## src/rtl/wb_master_bridge.sv

```systemverilog
`default_nettype none
// ============================================================================
// wb_master_bridge : valid/ready request -> classic single Wishbone cycle, with wait timeout
// Revision: 1.0
// ============================================================================
module wb_master_bridge #(
  parameter int ADR_WIDTH = 32,
  parameter int DAT_WIDTH = 32,
  parameter int SEL_WIDTH = 4,
  parameter int TIMEOUT   = 16
) (
  input  logic                 clk,
  input  logic                 rst,
  input  logic                 req_valid,
  output logic                 req_ready,
  input  logic [ADR_WIDTH-1:0] req_addr,
  input  logic [DAT_WIDTH-1:0] req_wdata,
  input  logic                 req_we,
  input  logic [SEL_WIDTH-1:0] req_sel,
  output logic                 resp_valid,
  input  logic                 resp_ready,
  output logic [DAT_WIDTH-1:0] resp_rdata,
  output logic                 resp_err,
  output logic [ADR_WIDTH-1:0] wb_adr,
  output logic [DAT_WIDTH-1:0] wb_datwr,
  input  logic [DAT_WIDTH-1:0] wb_datrd,
  output logic                 wb_we,
  output logic [SEL_WIDTH-1:0] wb_sel,
  output logic                 wb_stb,
  output logic                 wb_cyc,
  input  logic                 wb_ack
);

  localparam int CNT_W = (TIMEOUT > 0) ? $clog2(TIMEOUT + 1) : 1;
  localparam logic [CNT_W-1:0] CNT_LAST = (TIMEOUT > 0) ? CNT_W'(TIMEOUT - 1) : '0;
  localparam logic TIMEOUT_EN = (TIMEOUT > 0);

  typedef enum logic [1:0] {
    ST_IDLE = 2'd0,
    ST_BUS  = 2'd1,
    ST_RESP = 2'd2
  } state_t;

  state_t                 state_q, state_d;
  logic [ADR_WIDTH-1:0]   adr_q, adr_d;
  logic [DAT_WIDTH-1:0]   datwr_q, datwr_d;
  logic                   we_q, we_d;
  logic [SEL_WIDTH-1:0]   sel_q, sel_d;
  logic [DAT_WIDTH-1:0]   rdata_q, rdata_d;
  logic                   err_q, err_d;
  logic [CNT_W-1:0]       cnt_q, cnt_d;
  logic                   w_expired;

  // Abort fires on the last allowed wait cycle; an ack in that same cycle wins.
  assign w_expired = TIMEOUT_EN && (cnt_q == CNT_LAST);

  always_ff @(posedge clk) begin
    if (rst) begin
      state_q <= ST_IDLE;
      adr_q   <= '0;
      datwr_q <= '0;
      we_q    <= 1'b0;
      sel_q   <= '0;
      rdata_q <= '0;
      err_q   <= 1'b0;
      cnt_q   <= '0;
    end else begin
      state_q <= state_d;
      adr_q   <= adr_d;
      datwr_q <= datwr_d;
      we_q    <= we_d;
      sel_q   <= sel_d;
      rdata_q <= rdata_d;
      err_q   <= err_d;
      cnt_q   <= cnt_d;
    end
  end

  always_comb begin
    state_d = state_q;
    adr_d   = adr_q;
    datwr_d = datwr_q;
    we_d    = we_q;
    sel_d   = sel_q;
    rdata_d = rdata_q;
    err_d   = err_q;
    cnt_d   = cnt_q;
    case (state_q)
      ST_IDLE: begin
        if (req_valid) begin
          adr_d   = req_addr;
          datwr_d = req_wdata;
          we_d    = req_we;
          sel_d   = req_sel;
          cnt_d   = '0;
          state_d = ST_BUS;
        end
      end
      ST_BUS: begin
        if (wb_ack) begin
          rdata_d = we_q ? '0 : wb_datrd;
          err_d   = 1'b0;
          state_d = ST_RESP;
        end else if (w_expired) begin
          rdata_d = '0;
          err_d   = 1'b1;
          state_d = ST_RESP;
        end else if (TIMEOUT_EN) begin
          cnt_d = cnt_q + 1'b1;
        end
      end
      ST_RESP: begin
        if (resp_ready) begin
          state_d = ST_IDLE;
        end
      end
      default: begin
        state_d = ST_IDLE;
      end
    endcase
  end

  assign req_ready  = (state_q == ST_IDLE);
  assign resp_valid = (state_q == ST_RESP);
  assign resp_rdata = rdata_q;
  assign resp_err   = err_q;
  assign wb_cyc     = (state_q == ST_BUS);
  assign wb_stb     = (state_q == ST_BUS);
  assign wb_adr     = adr_q;
  assign wb_datwr   = datwr_q;
  assign wb_we      = we_q;
  assign wb_sel     = sel_q;

endmodule
`default_nettype wire

```

## config.mk

```make
export PLATFORM = sky130hd
export DESIGN_NAME = wb_master_bridge
export DESIGN_NICKNAME = d
export VERILOG_FILES = /design/src/rtl/wb_master_bridge.sv
export SDC_FILE = /design/constraint.sdc
export NUM_CORES = 1
export LEC_CHECK = 0
export ABC_AREA = 1
export CORE_ASPECT_RATIO = 1.2
export CORE_MARGIN = 1.5
export CORE_UTILIZATION = 40
export CTS_CLUSTER_DIAMETER = 100
export DETAILED_ROUTE_END_ITERATION = 8
export PLACE_DENSITY = 0.8
export SYNTH_ARGS = -nofsm -noshare
export SYNTH_HDL_FRONTEND = slang
export SYNTH_SLANG_ARGS = --single-unit
```

## constraint.sdc

```tcl
create_clock -name clk -period 1.9 [get_ports clk]
set_input_delay 0.57 -clock clk [delete_from_list [all_inputs] [get_ports clk]]
set_output_delay 0.57 -clock clk [all_outputs]
set_load 0.02 [all_outputs]
```

==> results of run 1 <==
[cell usage after synthesis, drive strengths merged]
library cell	instances
inv	10
ha	2
nand3	34
dfxtp	109
clkinv	1
nor2	152
clkbuf	17
a21oi	38
nand2	48
nand4	1
buf	19
o21ai	72
[per-stage QoR]
| step | hold WS, ns | cells |
|---|---|---|
| floorplan | 0.459 | 503 |
| global placement | 0.448 | 816 |
| detailed placement | 0.455 | 816 |
| CTS | 0.465 | 830 |
| global route | 0.480 | 830 |
| finish | 0.466 | 830 |
[registers in the layout, summed over array words and instances, names as in the netlist]
name        flops
resp_rdata     32
wb_adr         32
wb_datwr       32
cnt_q           5
wb_sel          4
state_q         2
resp_err        1
wb_we           1
[per-layer routing]
layer	GRT usage [%]	up-vias	wire, um	share of wire [%]
met4	7.34	0	266	2.3
li1	-	2016	-	-
met3	9.52	20	1190	10
met5	0	-	0	0
met2	37.3	159	5920	50
met1	22.0	1832	4380	37
[area by class of cell]
cell class	instances	area, um2
inverters	11	41.3
clock buffers	12	246
well taps	126	158
repair buffers	223	2440
flip-flops and latches	109	2180
clock inverters	2	35.0
fillers	772	3240
multi-input cells	347	1760
[cells in the final DEF (no fill, tap or decap), types with 5 or more instances in the layout]
| cell | netlist | layout |
|---|---|---|
| dlygate4sd2_1 | 0 | 7 |
| dfxtp_1 | 109 | 108 |
| clkbuf_16 | 0 | 9 |
| nand2_1 | 45 | 45 |
| o21ai_0 | 71 | 71 |
| nand3_1 | 5 | 5 |
| buf_12 | 0 | 8 |
| nand3_2 | 29 | 29 |
| nor2_1 | 149 | 149 |
| clkdlybuf4s50_1 | 0 | 140 |
| a21oi_2 | 20 | 20 |
| dlymetal6s2s_1 | 0 | 62 |
| inv_1 | 7 | 7 |
| a21oi_1 | 18 | 18 |
[how the worst max path moves through the flow]
| stage | startpoint | endpoint | slack [ns] | cells past startpoint |
|---|---|---|---|---|
| 5_1_grt | state_q[0] | wb_cyc | -0.007 | 3 |
| 6_report | wb_adr[22] | wb_adr[22] | 0.03 | 1 |
| 2_1_floorplan | state_q[0] | wb_stb | 0.33 | 5 |
| 3_3_place_gp | wb_ack | resp_rdata[0] | 0.10 | 6 |
| 4_1_cts | resp_rdata[24] | resp_rdata[24] | 0.003 | 1 |
| 3_5_place_dp | wb_ack | resp_rdata[1] | 0.07 | 6 |
[kinds of logic after synthesis]
logic type | count (synthesis) | share of synthesized area, %
compound gates | 110 | 15.0
fa+ha+maj | 2 | 0.599
buf+inv | 47 | 5.93
flops | 109 | 52.2
simple gates | 235 | 26.3
[where the power goes]
group          switching [mW]  leakage (nW)  total [mW]  internal [mW]
clock                   0.768         0.139        1.81           1.04
combinational           0.637          2.45        1.25          0.608
sequential             0.0828         0.897        2.53           2.45
total                    1.49          3.48        5.59           4.10
==> flow_metrics.tcl, run 1 <==
set metrics [dict create \
    yosysSeqAreaShare_pct 52.2 \
    cts_buffers 9 \
    slowest_stage "clkdlybuf4s50_1" \
    grt_pass1_wl_mm 18.3 \
    min_from "resp_rdata[27]" \
    finalInstanceArea_um2 6870 \
    crit_arrival_ns 1.30 \
    synth.avg_cell_area_um2 8.31 \
    grt_pass1_vias 4013 \
    utilization_pct 67.9 \
    cp_slowest_stage_delay_ns 0.63 \
    yosys_warnings 0 \
    grt_max_degree 74 \
    worst_ep_required_time_ns 1.33 \
    outcome "complete, no violations" \
    rsz0062_at_grt "true" \
    ys_types 24 \
    maxSlewViolCount 0 \
    drive_above_1_share_pct 11.9 \
    clockBufferDepth 2 \
    max_slew_margin_pct 66.5 \
    syn_nets 611 \
    cts.sinks 109 \
    drv_cap 0 \
    drt-initial-drc-count 140 \
    cts_tree "done" \
    fmax_mhz 535 \
    hold_class "register to register" \
    synth_top_cell_area_share_pct 52.2 \
    initial_utilization_pct 41.3 \
    setup_slack_ns 0.0303 \
    crit_fanout 2 \
    coreArea_um2 10100 \
    syn_to_final_growth_pct 64.3 \
    vias 4027 \
    antenna_found_initial 0 \
    drt_first_pass_iters 4 \
    finClkSkew_ns 0.00532 \
    start_kind "register" \
    peakVddDrop_uv 552 \
    io_buffers 211 \
    grt_usage_pct 21.2 \
    hold_end "resp_rdata[27]" \
    clk_pin_slew_ns 0.07 \
    synth_top_area_cell "dfxtp_1" \
    vias_per_cell 4.85 \
    worstReg2RegEnd "resp_rdata[29]" \
    crit_chain "clkdlybuf4s50_1" \
    insertion_delay_ns 0.34 \
    fp.dieH_um 115 \
    netlist_top_cells_area "dfxtp_1 52%, nor2_1 13%, o21ai_0 8.5%" \
    gp_congestion 0.749 \
    hold-path-cell-count 2 \
    cts_setup_buffers 0 \
    cp_top_family "buffers and inverters" \
    power_mw 5.59 \
    setup_violations 0 \
    reg2reg_depth 7 \
    placed_area_um2 6440 \
    min_period_over_period_pct 98.4 \
    ant_nets 0 \
    hold_viol_final 0 \
    wirelength_mm 11.8 \
    critPathBufInv 1 \
    cts_resized 8 \
    r2r_slack_ns 0.19 \
    ys_seq_elements 109 \
    num_antenna_cells 0 \
    htree_levels 3 \
    gr-total-overflow 0 \
    pin_count 212 \
    cts_hold_buffers 0 \
    period_needed_ns 1.87 \
    wl_per_cell_um 14.2 \
    synthCells 503 \
    p_per_area_nw_per_um2 814 \
    p_leak_nw 3.48 \
    tns_ns 0 \
    num_rows 40 \
    worst_pin_slew_ns 0.502 \
    layout.nets 809 \
    place_ws_ns 0.0743 \
    die_area_um2 11100 \
    worstSetupPathType "register to output pin" \
    dp_hpwl_mm 8.43 \
    crit_path_end_kind "output pin" \
    drc_errors 0 \
    cts-root-buf "clkbuf_16" \
    die_w_um 96.3 \
    timing.rr.start "state_q[0]" \
    synthesis.area_um2 4180 \
]
(Power assumes the default switching activity.)
==> run 2, diff against run 1 <==
--- a/config.mk
+++ b/config.mk
@@ -15,3 +15,4 @@
 export SYNTH_ARGS = -nofsm -noshare
 export SYNTH_HDL_FRONTEND = slang
 export SYNTH_SLANG_ARGS = --single-unit
+export TNS_END_PERCENT = 1
==> results of run 2 <==
Final layout, timing and power as in run 1 (identical DEF).
